==> src/rtl/running_sum_fifo.sv <==
// Moving-sum stage: running sum of the last 2^N pre-divided signed samples.
// Optional synchronous flush port enabled by defining RSUM_FLUSH_EN.
module running_sum_fifo #(
  parameter int WIDTH = 24,
  parameter int N     = 3
) (
  input  logic             clock,
  input  logic             reset,
  input  logic             in_valid,
  input  logic [WIDTH-1:0] datain,
`ifdef RSUM_FLUSH_EN
  input  logic             flush,
`endif
  output logic             out_valid,
  output logic [WIDTH-1:0] dataout,
  output logic             filled
);

  localparam int           DEPTH    = 1 << N;
  localparam logic [N:0]   FULL_CNT = (N+1)'(DEPTH);
  localparam logic [N:0]   CNT_ONE  = (N+1)'(1);
  localparam logic [N-1:0] PTR_ONE  = N'(1);

  typedef enum logic [0:0] {
    FILL   = 1'b0,
    STEADY = 1'b1
  } state_t;

  state_t           state;
  state_t           state_next;
  logic [N-1:0]     wr_ptr;
  logic [N-1:0]     wr_ptr_next;
  logic [N:0]       count;
  logic [N:0]       count_next;
  logic [WIDTH-1:0] acc;
  logic [WIDTH-1:0] acc_next;
  logic             out_valid_next;
  logic             write_en;
  logic             flush_req;
  logic [WIDTH-1:0] oldest;
  logic [WIDTH-1:0] ring [DEPTH];

`ifdef RSUM_FLUSH_EN
  assign flush_req = flush;
`else
  assign flush_req = 1'b0;
`endif

  // Slot about to be overwritten is the oldest sample; read before the write lands.
  assign oldest  = ring[wr_ptr];
  assign dataout = acc;
  assign filled  = (state == STEADY);

  // Next-state and datapath update.
  always_comb begin
    state_next     = state;
    wr_ptr_next    = wr_ptr;
    count_next     = count;
    acc_next       = acc;
    out_valid_next = 1'b0;
    write_en       = 1'b0;
    if (flush_req) begin
      state_next  = FILL;
      wr_ptr_next = '0;
      count_next  = '0;
      acc_next    = '0;
    end else if (in_valid) begin
      write_en       = 1'b1;
      out_valid_next = 1'b1;
      wr_ptr_next    = wr_ptr + PTR_ONE;
      case (state)
        FILL: begin
          acc_next   = acc + datain;
          count_next = count + CNT_ONE;
          if (count_next == FULL_CNT) begin
            state_next = STEADY;
          end else begin
            state_next = FILL;
          end
        end
        STEADY: begin
          acc_next = acc + datain - oldest;
        end
        default: begin
          state_next = FILL;
        end
      endcase
    end else begin
      state_next = state;
    end
  end

  // State, pointer, count, accumulator and output-valid registers.
  always_ff @(posedge clock) begin
    if (reset) begin
      state     <= FILL;
      wr_ptr    <= '0;
      count     <= '0;
      acc       <= '0;
      out_valid <= 1'b0;
    end else begin
      state     <= state_next;
      wr_ptr    <= wr_ptr_next;
      count     <= count_next;
      acc       <= acc_next;
      out_valid <= out_valid_next;
    end
  end

  // Ring buffer storage; contents are never read while filling, so no reset.
  always_ff @(posedge clock) begin
    if (write_en && !reset) begin
      ring[wr_ptr] <= datain;
    end
  end

endmodule

==> config.mk <==
export PLATFORM = sky130hd
export DESIGN_NAME = running_sum_fifo
export DESIGN_NICKNAME = d
export VERILOG_FILES = /design/src/rtl/running_sum_fifo.sv
export SDC_FILE = /design/constraint.sdc
export NUM_CORES = 1
export LEC_CHECK = 0
export BUFFER_PORTS_ARGS = -buffer_cell sky130_fd_sc_hd__buf_2
export CAP_MARGIN = 20
export CORE_ASPECT_RATIO = 1.75
export CORE_MARGIN = 4
export CORE_UTILIZATION = 35
export CTS_CLUSTER_SIZE = 25
export DETAILED_ROUTE_END_ITERATION = 6
export PLACE_DENSITY = 0.51
export SLEW_MARGIN = 15
export SYNTH_ARGS = -nofsm -noshare
export SYNTH_HDL_FRONTEND = slang
export SYNTH_SLANG_ARGS = --single-unit
==> constraint.sdc <==
create_clock -name clock -period 8.8 [get_ports clock]
set_clock_uncertainty 0.1 [all_clocks]
set_input_delay 0.88 -clock clock [delete_from_list [all_inputs] [get_ports clock]]
set_output_delay 0.88 -clock clock [all_outputs]
set_load 0.005 [all_outputs]
# --- Yosys cells after proc, flatten, opt, wreduce, memory -nomap -nowiden ---
# Memories as Yosys holds them, arrays and structs flattened. A register that Yosys moved wholly into a read port is not among the register bits.
# Index checks and enable logic that the tools add are counted.
totals:
  n_memories: 1
  out_inout_bits: 26
  regBits: 33
  word_cells: 23
  ramBits: 192
  rom_bits: 0
  latch_bits: 0
classes:
  n_div: 0
  muxes: 8
  multipliers: 0
  n_reduce_logical: 3
  magnitude_cmp: 0
  add_sub_neg: 4
  bitwise_logic: 1
  n_eq_ne: 1
  n_shift: 0
mem_list:
  columns: ["name", "words", "word_bits", "read_ports", "rd_ports_with_merged_regs", "wr", "line_no", "text"]
  rows:
  - ["ring", 8, 24, 1, 1, 1, "41", "logic [WIDTH-1:0] ring [DEPTH];"]
ops:
  columns: ["cell", "count"]
  rows:
  - ["$pmux 24 s2", 1]
  - ["$add 24x24->24", 1]
  - ["$sub 24x24->24", 1]
  - ["$mux 3", 2]
  - ["$mux 1", 5]
  - ["$add 4x1->4 const B", 1]
  - ["$eq 4x4->1 const B", 1]
  - ["$add 3x1->3 const B", 1]
  - ["$reduce_and 2->1", 1]
  - ["$logic_and 1x1->1", 1]
  - ["$logic_not 1->1", 1]
  - ["$not 1->1", 1]

# --- Longest topological paths before layout ---
# Gate-level depths: netlist of the first run.
logic_depth:
  word_depth: 4
  mapped_depth: 20
  depth_no_buf: 20

# --- Worst setup path after synthesis of the first run ---
# Ideal clock, no wire load.
synth_path:
  kind: "register -> register"
  start: "register with a tool-made name"
  end: "register acc[23], in the netlist dataout[23]"
  arrival_ps: 5397
  setup_time_ps: 123
  stages_incl_launch_ff: 20
  required_time_ps: 8577
  synth_period_minus_slack_ps: 5621
  path_slack_ps: 3179
  path_buffers: 4
  cell_sequence: "dfxtp_1 buf_6 buf_6 buf_2 buf_1 mux4_2 mux2i_1 ha_1 nor2b_4 o31a_1 o41ai_4 o2111ai_1 maj3_2 maj3_2 a21oi_4 a2111oi_2 o31a_1 or4_1 a21oi_1 mux2_1"
synth_lines:
  columns: ["item", "line_no", "text"]
  rows:
  - ["end signal: assignment", "105", "acc <= acc_next;"]
  - ["end: declaration", "35", "logic [WIDTH-1:0] acc;"]

# --- Worst setup path after layout of the first run ---
layout_path:
  start: "input datain[7]"
  end: "register acc[23], in the netlist dataout[23]"
layout_between:
  elab_chain_len: 3
layout_rtl:
  columns: ["item", "line_no", "text"]
  rows:
  - ["start: declaration", "10", "input logic [WIDTH-1:0] datain,"]
  - ["$add 24x24->24 (*)", "73, 82", null]
  - ["$sub 24x24->24", "82", "acc_next = acc + datain - oldest;"]
  - ["$pmux 24 s2 (*)", "71", "case (state)"]
# Mark *: on every way between the ends. The rest lies on a longest branch, timed or not.
# A chain may end at the register's enable or synchronous reset.

==> key figures, run 1 <==
Routing
  • Drt total wl: around 29000 um
  • 1st-iter DRT viols: 316
  • WL/cell: 22.51 um
  • TritonRoute pass-1 iters: 6
  • Drt drc: 0
  • Vias: about 6900
  • Vias per std cell: 5.408
  • Remaining antenna violation count: 0

Setup path
  • WP data arrival: between 5000 and 6000 ps
  • Crit. End Element: flop
  • R2r worst-path depth: 16
  • Critical path class: in -> reg
  • Critical path peak fanout: 9
  • Critical Path Source Type: input port
  • Worst path required time: 9100 ps
  • R2R Path Start: dataout[7]
  • Capturing point of the worst reg2reg path: dataout[23]
  • R2R setup slack: around 3400 ps

Clock network
  • CTS tree: built
  • Hold-fix buffers, CTS: 0
  • Post_cts resized: 0
  • Clock Sink Count: 228
  • Maximum clock path buffer count: 3
  • CTS Root Cell: clkbuf_16
  • TritonCTS buffer count: 23
  • Post-CTS setup repair buffer count: 0
  • Clock latency on the worst-skew pair: about 530 ps
  • Clock transition at path regs: 60 ps
  • # H-tree levels: 1

Synth
  • Cells after Synth: between 700 and 800
  • Post-synthesis sequential area ratio: 0.5719
  • Top FF cell, synth: edfxtp_1
  • Synth warnings: 0
  • Yosys cell types: 82
  • Asr flop ratio synth: 0
  • EDFF count, synth: around 190
  • Syn nets: approximately 870
  • #FFs+latches synth: between 200 and 250
  • Syn_area_per_cell: approximately 14 um2
  • Synth Cell Area: approximately 0.011 mm2

Global route
  • Met3 usage: 0.02020
  • Total GRT Usage: 0.1629
  • GRT overflow: 0
  • Global-route met1 utilization: 0.1847
  • Met2 Track Usage GR: 0.3094
  • Vias in the first global route: slightly above 7000
  • Most Crowded Layer GR: met2
  • Initial antenna violation count: 2
  • Largest net degree at the start of global routing: 40
  • First-pass GRT wire length: ~43000 um

Placement
  • PortBufs: between 50 and 60
  • Routability Congestion: approximately 0.85
  • Detailed placer's ending HPWL: about 20000 um
  • DP Cell Count: between 1000 and 1500

STA
  • Final Cycle Share: 0.6315
  • Actual slew at the worst max-slew pin: slightly above 1000 ps
  • Max Clk Rate: 0.1800 GHz
  • Final min period: 5557 ps
  • Setup TNS: 0 ps
  • Worst relative slew slack: 0.3253
  • RSZ-0062 raised after global routing: no
  • Slew Limit Fails: 0
  • Final hold vios: 0
  • Setup Viol. Count Final: 0

Final layout
  • Fill count: slightly below 3000
  • Area Growth Syn to Fin: 13.44%
  • Multi-input logic area: 0.004648 mm2
  • Most frequent cells in the layout: edfxtp_1 (192), nor2_1 (61), buf_2 (52)
  • Nets: 929
  • Register area: 0.006495 mm2
  • Post-route insts no fill: roughly 1300
  • Commonest non-fill, non-tap cell in the layout: edfxtp_1
  • Fraction of layout cells with a size suffix above 1: 0.2194

Die
  • Row cnt: 87
  • Die Area: ~0.035 mm2
  • Core area: roughly 0.032 mm2
  • Die H: between 200 and 250 um
  • Initial Utilization: 0.3532
  • I/O pins: 53
  • Die width: approximately 140 um

Job
  • # Max-Cap Violations: 0

Hold path
  • Hold Crit Class: reg -> reg
  • Hold Path Origin: dataout[21]
  • Hold Crit Endpoint: dataout[21]
  • Hold path cells: 2

Pwr
  • Net Sw Frac: 0.2942
  • Tot Pwr: approximately 3000 uW
  • Pint: 2120 uW
  • Leak: around 0.0045 uW
  • Power Density: between 200 and 250 mW/mm2
  • Comb power frac: 0.263
  • Clk pwr share: 0.326
  • Peak supply drop: between 100 and 150 uV
  • NetSw: a little under 900 uW
  • Register share of total power: 0.411

Run status
  • Status: finished clean
-- state kept, by name, summed over array words and instances, names as in the netlist, named ones only --
| signal | count |
|---|---|
| count | 4 |
| dataout | 24 |
| filled | 1 |
| out_valid | 1 |
| ring | 192 |
| wr_ptr | 3 |
-- synthesized netlist by cell type, drive strengths merged, types with 6 or more instances --
| cell | instances | area (um2) |
|---|---|---|
| edfxtp | 192 | 5766 |
| nor2 | 68 | 257.8 |
| mux4 | 48 | 1081 |
| ha | 42 | 525.5 |
| nand2 | 38 | 142.6 |
| dfxtp | 36 | 720.7 |
| mux2i | 34 | 365.4 |
| a21oi | 32 | 171.4 |
| xnor2 | 30 | 262.8 |
| a211oi | 27 | 217.7 |
| inv | 23 | 86.34 |
| buf | 19 | 103.9 |
| xor2 | 18 | 172.7 |
| a21o | 15 | 113.9 |
| nand3 | 14 | 80.08 |
| nor3 | 13 | 65.06 |
| clkbuf | 11 | 41.29 |
| o21ai | 11 | 55.05 |
| nor2b | 9 | 71.32 |
| and2 | 8 | 50.05 |
| a31oi | 6 | 37.54 |
| o2111ai | 6 | 58.80 |
-- final cells by class --
class | instances | area share
Sequential cell | 228 | 0.5049
Timing Repair Buffer | 68 | 0.02957
Clock buffer | 28 | 0.04620
Tap cell | 400 | 0.03890
Clock inverter | 14 | 0.01206
Multi-Input combinational cell | 514 | 0.3613
Antenna cell | 2 | 0.0003890
Inverter | 23 | 0.006711
-- critical path, cell delays in order --
cell and delay, ps:
buf_2 150, ha_1 400, a211oi_2 270, nor2_2 130, a221oi_2 350, a211oi_1 170
o311ai_1 560, a31oi_1 270, xor2_1 220, ha_1 430, or2b_1 250, mux2_4 270
a2111oi_2 400, nor4_1 110, or4_1 480, a21oi_1 170, mux2_1 330
-- power groups by stage --
stage / sequential [uW] / combinational (uW) / clock [uW]
final: 1240 / 789 / 979
after global routing: 1240 / 870 / 1050
after CTS: 1240 / 795 / 1010
after detailed placement: 1260 / 791 / 0
after global placement: 1260 / 787 / 0
after floorplan: 1240 / 606 / 0
-- metrics by stage --
stage	worst slack (ps)	area [um2]	hold WS [ps]	utilization
floorplan	3179	11340	381.7	-
global placement	2833	12110	397.8	0.3771
detailed placement	2751	12110	400.1	0.3771
CTS	3269	12860	409.0	0.4005
global route	3016	12860	434.6	0.4006
finish	3243	12860	409.8	0.4006
-- metal layers --
layer / routed length, um / up-vias
li1: - / 3229
met3: 1055 / 38
met4: 757 / 0
met2: 15910 / 116
met5: 0 / -
met1: 11020 / 3523
-- how the worst max path moves through the flow --
stage	start	to	slack [ps]	cells past startpoint
5_1_grt	datain[7]	dataout[23]	3020	17
4_1_cts	datain[7]	dataout[23]	3270	17
2_1_floorplan	flop	dataout[23]	3180	19
3_3_place_gp	datain[7]	dataout[23]	2830	17
3_5_place_dp	datain[8]	dataout[23]	2750	17
6_report	datain[7]	dataout[23]	3240	17
-- logic make-up after synthesis --
family | count (synthesis) | share of synthesized area
buffers and inverters | 53 | 0.02041
AO/OA/AOI/OAI | 145 | 0.09676
adder cells (fa/ha/maj) | 49 | 0.05450
multiplexers | 86 | 0.1318
AND/OR/NAND/NOR | 182 | 0.07811
flip-flops | 228 | 0.5719
XOR/XNOR | 52 | 0.04645
Note: power is estimated with default switching activity, not from simulation.
==> run 2: changes to the inputs <==
--- a/config.mk
+++ b/config.mk
@@ -5,6 +5,7 @@
 export SDC_FILE = /design/constraint.sdc
 export NUM_CORES = 1
 export LEC_CHECK = 0
+export ABC_AREA = 1
 export BUFFER_PORTS_ARGS = -buffer_cell sky130_fd_sc_hd__buf_2
 export CAP_MARGIN = 20
 export CORE_ASPECT_RATIO = 1.75
==> constraint.sdc (replaced) <==
create_clock -name clock -period 5.6 [get_ports clock]
set_clock_uncertainty 0.1 [all_clocks]
set_input_delay 0.56 -clock clock [delete_from_list [all_inputs] [get_ports clock]]
set_output_delay 0.56 -clock clock [all_outputs]
set_load 0.005 [all_outputs]
==> run 2 against run 1 <==
  * Flip-flop and latch count stayed put
  * Area after synthesis is 7.8% higher
  * Total power is 55% higher
  * Setup slack worse by 2100 ps
  * Largest power group unchanged
  * Global-route usage is 3.0 points higher
  * Via count is 43% higher
  * Critical path type is now reg -> reg
==> key figures, run 2 <==
Run status
  • Status: finished clean

Final layout
  • Post-route insts no fill: 1929 (+51%)
  • Register area: 0.006491 mm2 (about the same)
  • Multi-input logic area: 0.004908 mm2 (+5.6%)
  • Nets: 1525 (+64%)
  • Fraction of layout cells with a size suffix above 1: 0.1063 (-0.1132)
  • Most frequent cells in the layout: nand2_1 (313), edfxtp_1 (192), nor2_1 (167)
  • Area Growth Syn to Fin: 11.55%
  • Finished Cell Area: 0.01364 mm2 (+6.0%)
  • Number of flip-flops in the largest register: 192 (unchanged)
  • Commonest non-fill, non-tap cell in the layout: nand2_1
  • Biggest register: ring
  • Fill count: 3573 (+20%)

Synth
  • Post-synthesis sequential area ratio: 0.5305 (-0.04144)
  • Cell taking the most area after synthesis: edfxtp_1
  • Synth Cell Area: 0.01223 mm2 (+7.8%)
  • Asr flop ratio synth: 0 (unchanged)
  • Synth top area share: 0.4716 (-0.03683)
  • Most instantiated cells after synthesis: nand2_1 (313), edfxtp_1 (192), nor2_1 (175), inv_1 (153), o21ai_0 (137)
  • Yosys cell types: 41 (-50%)
  • Top FF cell, synth: edfxtp_1
  • Top cells by area, synth: edfxtp_1 (47%), nand2_1 (9.6%), dfxtp_1 (5.9%)
  • Compound-Gate Fraction of Synth Area: 0.1183 (+0.02154)
  • Largest family of logic cells by synthesized area: simple AND/OR/NAND/NOR gates
  • Xor/xnor share of the synthesized area: 0.01218 (-0.03427)
  • Adder-cell area share of the yosys netlist: 0.04625 (-0.008247)
  • Most common cell in the netlist: nand2_1
  • #FFs+latches synth: 228 (unchanged)
  • Syn nets: 1482 (+71%)
  • Cells after Synth: 1411 (+77%)
  • Simple-gate share of the synthesized area: 0.2231 (+0.1450)
  • Synth warnings: 0 (unchanged)
  • EDFF count, synth: 192 (unchanged)
  • Syn_area_per_cell: 8.665 um2 (-39%)
  • Mux cell area share after synthesis: 0 (-0.1318)

STA
  • Slew Limit Fails: 0 (unchanged)
  • Setup Viol. Count Final: 0 (unchanged)
  • Setup ws final: 1157 ps (-2087 ps)
  • Final min period: roughly 4400 ps
  • Final hold vios: 0 (unchanged)
  • Worst relative slew slack: 0.3617 (+0.03641)
  • Setup TNS: 0 ps (unchanged)
  • Max Clk Rate: ~0.23 GHz
  • Actual slew at the worst max-slew pin: 957.4 ps (-49.13 ps)
  • Final Cycle Share: 0.7935
  • RSZ-0062 raised after global routing: no

Hold path
  • Hold Crit Class: in -> reg

Placement
  • PortBufs: 52 (unchanged)
  • Routability Congestion: 0.9609 (+14%)
  • Detailed placer's ending HPWL: 26030 um (+29%)
  • DP Cell Count: 1890 (+53%)
  • Placed inst area: 0.01295 mm2 (+6.9%)
  • Dpl ws: 1059 ps (-1692 ps)

Routing
  • Drt total wl: 36770 um (+28%)
  • Remaining antenna violation count: 0 (unchanged)
  • TritonRoute pass-1 iters: 7 (+1)
  • 1st-iter DRT viols: 691 (+120%)
  • WL/cell: 19.06 um (-15%)
  • Vias per std cell: 5.103 (-5.6%)
  • Drt drc: 0 (unchanged)
  • Vias: 9844 (+43%)

Global route
  • Vias in the first global route: 9788 (+35%)
  • Met3 usage: 0.01789 (-0.002306)
  • First-pass GRT wire length: 56400 um (+30%)
  • Met2 Track Usage GR: 0.3636 (+0.05427)
  • GRT overflow: 0 (unchanged)
  • Initial antenna violation count: 1 (-1)
  • Largest net degree at the start of global routing: 97 (+140%)
  • Most Crowded Layer GR: met2
  • Total GRT Usage: 0.1928 (+0.02989)
  • Global-route met1 utilization: 0.2250 (+0.04026)

Die
  • Row cnt: 90 (+3.4%)
  • Core area: 0.03446 mm2 (+7.3%)
  • Initial Utilization: 0.3548 (+0.001664)
  • I/O pins: 53 (unchanged)
  • Die Area: 0.03811 mm2 (+7.5%)
  • Die H: 255.3 um (+3.7%)
  • Die width: 149.3 um (+3.6%)

Clock network
  • CTS Root Cell: clkbuf_16
  • Maximum clock path buffer count: 3 (unchanged)
  • Post_cts resized: 0 (unchanged)
  • Hold-fix buffers, CTS: 0 (unchanged)
  • # H-tree levels: 1 (unchanged)
  • Clock transition at path regs: 60 ps (about the same)
  • CTS tree: built
  • Post-CTS setup repair buffer count: 0 (unchanged)
  • Clock latency on the worst-skew pair: 510 ps (-20 ps)
  • TritonCTS buffer count: 22 (-4.3%)
  • Clock Sink Count: 228 (unchanged)

Setup path
  • Critical path peak fanout: 83 (+74)
  • Worst path required time: 5880 ps (-3220 ps)
  • Critical path class: reg -> reg
  • Crit. End Element: flop
  • Critical Path Source Type: flop
  • WP data arrival: 4720 ps (-1140 ps)

Job
  • # Max-Cap Violations: 0 (unchanged)

Pwr
  • Power Density: 342.1 mW/mm2 (+47%)
  • Leak: 0.005727 uW (+27%)
  • Tot Pwr: 4666 uW (+55%)
  • Peak supply drop: 192.8 uV (+34%)
## run 2: cell types whose count changed after synthesis, sizes merged, moves of 26 or more
cell and delta:
mux4 -48, mux2i -34, nor2 +116, a21oi +26, nand3 +100, o21ai +145
nand2 +296, a211oi -27, inv +138
## run 2: worst max-delay path, stage by stage (launching register included)
cell	delay, ps
dfxtp_4	440
buf_4	720
o21ai_0	210
o22ai_1	190
inv_1	50
o21ai_0	430
inv_1	100
ha_1	290
inv_1	40
nor3_1	310
nand3_1	110
o2111ai_1	150
nand3_1	130
nand2_1	170
nand2_1	70
nand2_1	160
nand2_1	110
nand3_1	80
nand2_1	50
o21ai_0	270
a21oi_1	100
## run 2: path summary, 6_finish.rpt
kind,from,cells past startpoint,slack [ps],to
setup / recovery,flop,20,1160,dataout[17]
hold reg to reg,count[0],2,390,count[0]
setup reg to reg,flop,20,1160,dataout[17]
hold / removal,datain[0],1,250,ring[4][0]
## run 2: per-layer routing
metal,wire length (um),up-vias
met3,1117,67
met1,14890,4708
met4,1323,0
li1,-,4855
met5,0,-
met2,19450,214
## run 2: layout make-up
| class | count | area share |
|---|---|---|
| Inverter | 161 | 0.04449 |
| Sequential cell | 228 | 0.4759 |
| Tap cell | 460 | 0.04220 |
| Clock inverter | 10 | 0.008531 |
| Antenna cell | 1 | 0.0001835 |
| Timing Repair Buffer | 66 | 0.02679 |
| Multi-Input combinational cell | 975 | 0.3599 |
| Clock buffer | 28 | 0.04201 |
## run 2: cells by family (layout without fill, tap and decap cells)
logic type | count (synthesis) | in the layout
AND/OR/NAND/NOR | 651 | 651
AO/OA/AOI/OAI | 263 | 263
flip-flops | 228 | 228
buffers and inverters | 208 | 265
adder cells (fa/ha/maj) | 44 | 44
XOR/XNOR | 17 | 17
other | 0 | 1
## run 2: power breakdown
part / switching (uW) / internal [uW] / total [uW]
combinational: 881 / 407 / 1290
clock: 633 / 821 / 1450
sequential: 38.1 / 1890 / 1920
## run 2: through the flow
step / hold slack, ps / util
2_1_floorplan: 356.0 / -
3_3_place_gp: 368.0 / 0.3757
3_5_place_dp: 379.4 / 0.3757
4_1_cts: 224.6 / 0.3958
5_1_grt: 230.0 / 0.3958
6_report: 252.2 / 0.3958
==> run 3: changes to the inputs <==
==> constraint.sdc (replaced) <==
create_clock -name clock -period 4.15 [get_ports clock]
set_clock_uncertainty 0.1 [all_clocks]
set_input_delay 0.415 -clock clock [delete_from_list [all_inputs] [get_ports clock]]
set_output_delay 0.415 -clock clock [all_outputs]
set_load 0.005 [all_outputs]
==> run 3 against run 2 <==
  * Critical path depth fell by 2
  * Routed wire length rose by 0.55%
  * Total power rose by 37%
  * Largest cell class unchanged
==> key figures, run 3 (synthesis results as in run 2) <==
Global route
  • Global-route met1 utilization: 0.2253 (+0.0003377)
  • First-pass GRT wire length: 56180 um (-0.39%)
  • Initial antenna violation count: 1 (unchanged)
  • Total GRT Usage: 0.1938 (+0.0009810)
  • Largest net degree at the start of global routing: 75 (-23%)
  • Met2 Track Usage GR: 0.3652 (+0.001555)
  • Most Crowded Layer GR: met2
  • GRT overflow: 0 (unchanged)
  • Vias in the first global route: 9648 (-1.4%)
  • Met3 usage: 0.01488 (-0.003012)

Pwr
  • Net Sw Frac: 0.3325 (about the same)
  • Register share of total power: 0.408 (-0.004)
  • Clk pwr share: 0.320 (+0.008)
  • Power Density: 463.6 mW/mm2 (+36%)
  • Leak: 0.005818 uW (+1.6%)
  • Comb power frac: 0.273 (-0.003)
  • Pint: 4267 uW (+37%)
  • NetSw: 2125 uW (+37%)
  • Peak supply drop: 310.3 uV (+61%)

STA
  • RSZ-0062 raised after global routing: no
  • Setup Viol. Count Final: 0 (unchanged)
  • Final Cycle Share: 0.8898 (+0.09633)
  • Setup TNS: 0 ps (unchanged)
  • Final min period: 3693 ps (-750.8 ps)
  • Setup ws final: 457.3 ps (-699.2 ps)
  • Actual slew at the worst max-slew pin: 942.8 ps (-14.64 ps)
  • Final hold vios: 0 (unchanged)
  • Slew Limit Fails: 0 (unchanged)
  • Max Clk Rate: 0.2708 GHz (+20%)
  • Worst relative slew slack: 0.3691 (+0.007439)

Routing
  • TritonRoute pass-1 iters: 5 (-2)
  • Vias: 9769 (-0.76%)
  • WL/cell: 19.00 um (-0.33%)
  • Drt total wl: 36970 um (+0.55%)
  • Drt drc: 0 (unchanged)
  • Vias per std cell: 5.020 (-1.6%)
  • Remaining antenna violation count: 0 (unchanged)
  • 1st-iter DRT viols: 665 (-3.8%)

Setup path
  • Critical path peak fanout: 34 (-59%)
  • Critical path class: reg -> reg
  • Critical path cell sequence: inv_4, buf_4, o21ai_0, o22ai_1, o21ai_0, ha_1, a21o_1, nand2_1, nand3_1, nand2_1, nand2_1, nand3_1, nand2_1, nand3_1, nand2_2, xor2_1, o21ai_0, a21oi_1
  • Worst path required time: 4450 ps (-1430 ps)
  • Top cell by count, worst path: nand2_1
  • Critical path buffer and inverter count: 2 (-2)
  • WP data arrival: 3990 ps (-730 ps)
  • Critical Path Source Type: flop
  • Slowest stage delay, CP: 510 ps (-210 ps)
  • Crit-path slowest cell: dfxtp_4
  • Crit. End Element: flop
  • CP delay by family, top: compound AO/OA/AOI/OAI gates

Placement
  • PortBufs: 52 (unchanged)
  • Detailed placer's ending HPWL: 26330 um (+1.1%)
  • Dpl ws: 222.6 ps (-836.2 ps)
  • DP Cell Count: 1902 (+0.63%)
  • Routability Congestion: 0.8895 (-7.4%)

Die
  • Core area: 0.03446 mm2 (unchanged)
  • Row cnt: 90 (unchanged)
  • Die width: 149.3 um (unchanged)
  • I/O pins: 53 (unchanged)
  • Die Area: 0.03811 mm2 (unchanged)
  • Initial Utilization: 0.3548 (unchanged)
  • Die H: 255.3 um (unchanged)

Final layout
  • Commonest non-fill, non-tap cell in the layout: nand2_1
  • Biggest register: ring
  • Post-route insts no fill: 1946 (+0.88%)
  • Most frequent cells in the layout: nand2_1 (313), edfxtp_1 (192), nor2_1 (167)
  • Nets: 1538 (+0.85%)
  • Util after Layout: 0.4001 (+0.004285)
  • Area Growth Syn to Fin: 12.76%
  • Fill count: 3619 (+1.3%)
  • Fraction of layout cells with a size suffix above 1: 0.1166 (+0.01031)
  • Number of flip-flops in the largest register: 192 (unchanged)

Clock network
  • Clock transition at path regs: 70 ps (about the same)
  • Maximum clock path buffer count: 3 (unchanged)
  • Clock latency on the worst-skew pair: 520 ps (about the same)
  • Hold-fix buffers, CTS: 0 (unchanged)
  • Clock Sink Count: 228 (unchanged)
  • # H-tree levels: 1 (unchanged)
  • CTS Root Cell: clkbuf_16
  • CTS tree: built
  • TritonCTS buffer count: 23 (+4.5%)

Run status
  • Status: finished clean

Job
  • # Max-Cap Violations: 0 (unchanged)

Hold path
  • Hold Crit Class: in -> reg
==> run 3: worst register-to-register path, delay by kind of cell, from the launching register on <==
family / cells / cell delay [ps]
AO/OA/AOI/OAI: 6 / 1230
XOR/XNOR: 1 / 160
adder cells (fa/ha/maj): 1 / 400
buffers and inverters: 2 / 440
flip-flops: 1 / 510
AND/OR/NAND/NOR: 8 / 740
==> run 3: power by group through the flow <==
| stage | Sequential [uW] | Combinational, uW | Clock, uW |
|---|---|---|---|
| after floorplan | 2630 | 1230 | 0 |
| after global placement | 2660 | 1730 | 0 |
| after detailed placement | 2660 | 1740 | 0 |
| after CTS | 2610 | 1740 | 2100 |
| after global routing | 2610 | 1970 | 2180 |
| final | 2610 | 1740 | 2040 |
==> run 3: per-stage QoR <==
stage | power [uW] | hold WS (ps) | instance area (um2)
finish | 6392 | 100.4 | 13790
CTS | 6452 | 77.69 | 13780
detailed placement | 4391 | 377.6 | 13050
global placement | 4383 | 372.3 | 13050
global route | 6764 | 100.9 | 13780
floorplan | 3860 | 356.0 | 12230
==> run 3: cell type report <==
| type | instances | area, um2 | share of cell area |
|---|---|---|---|
| diodes | 2 | 5.005 | 0.0003630 |
| clock buffers | 25 | 583.1 | 0.04229 |
| clock inverters | 17 | 148.9 | 0.01080 |
| inverters | 161 | 606.8 | 0.04401 |
| multi-input cells | 975 | 4908 | 0.3560 |
| flip-flops and latches | 228 | 6491 | 0.4708 |
| well taps | 460 | 575.6 | 0.04175 |
| repair buffers | 78 | 467.9 | 0.03394 |
==> run 3: path summary, 6_finish.rpt <==
kind	from	end	slack (ps)	cells past startpoint
max reg2reg	flop	dataout[14]	460	18
min reg2reg	count[0]	count[0]	390	2
max	flop	dataout[14]	460	18
min	datain[0]	ring[1][0]	100	1
==> run 3: per-layer routing <==
metal  part of all wire  wire, um
met2               0.53     19760
met1               0.40     14760
met3              0.027       994
met5                  0         0
met4              0.039      1457
==> run 3: what timing repair did <==
item,CTS,global route
resized for setup,0,1
buffers inserted,0,0
setup endpoints to repair,0,1
hold endpoints to repair,0,0
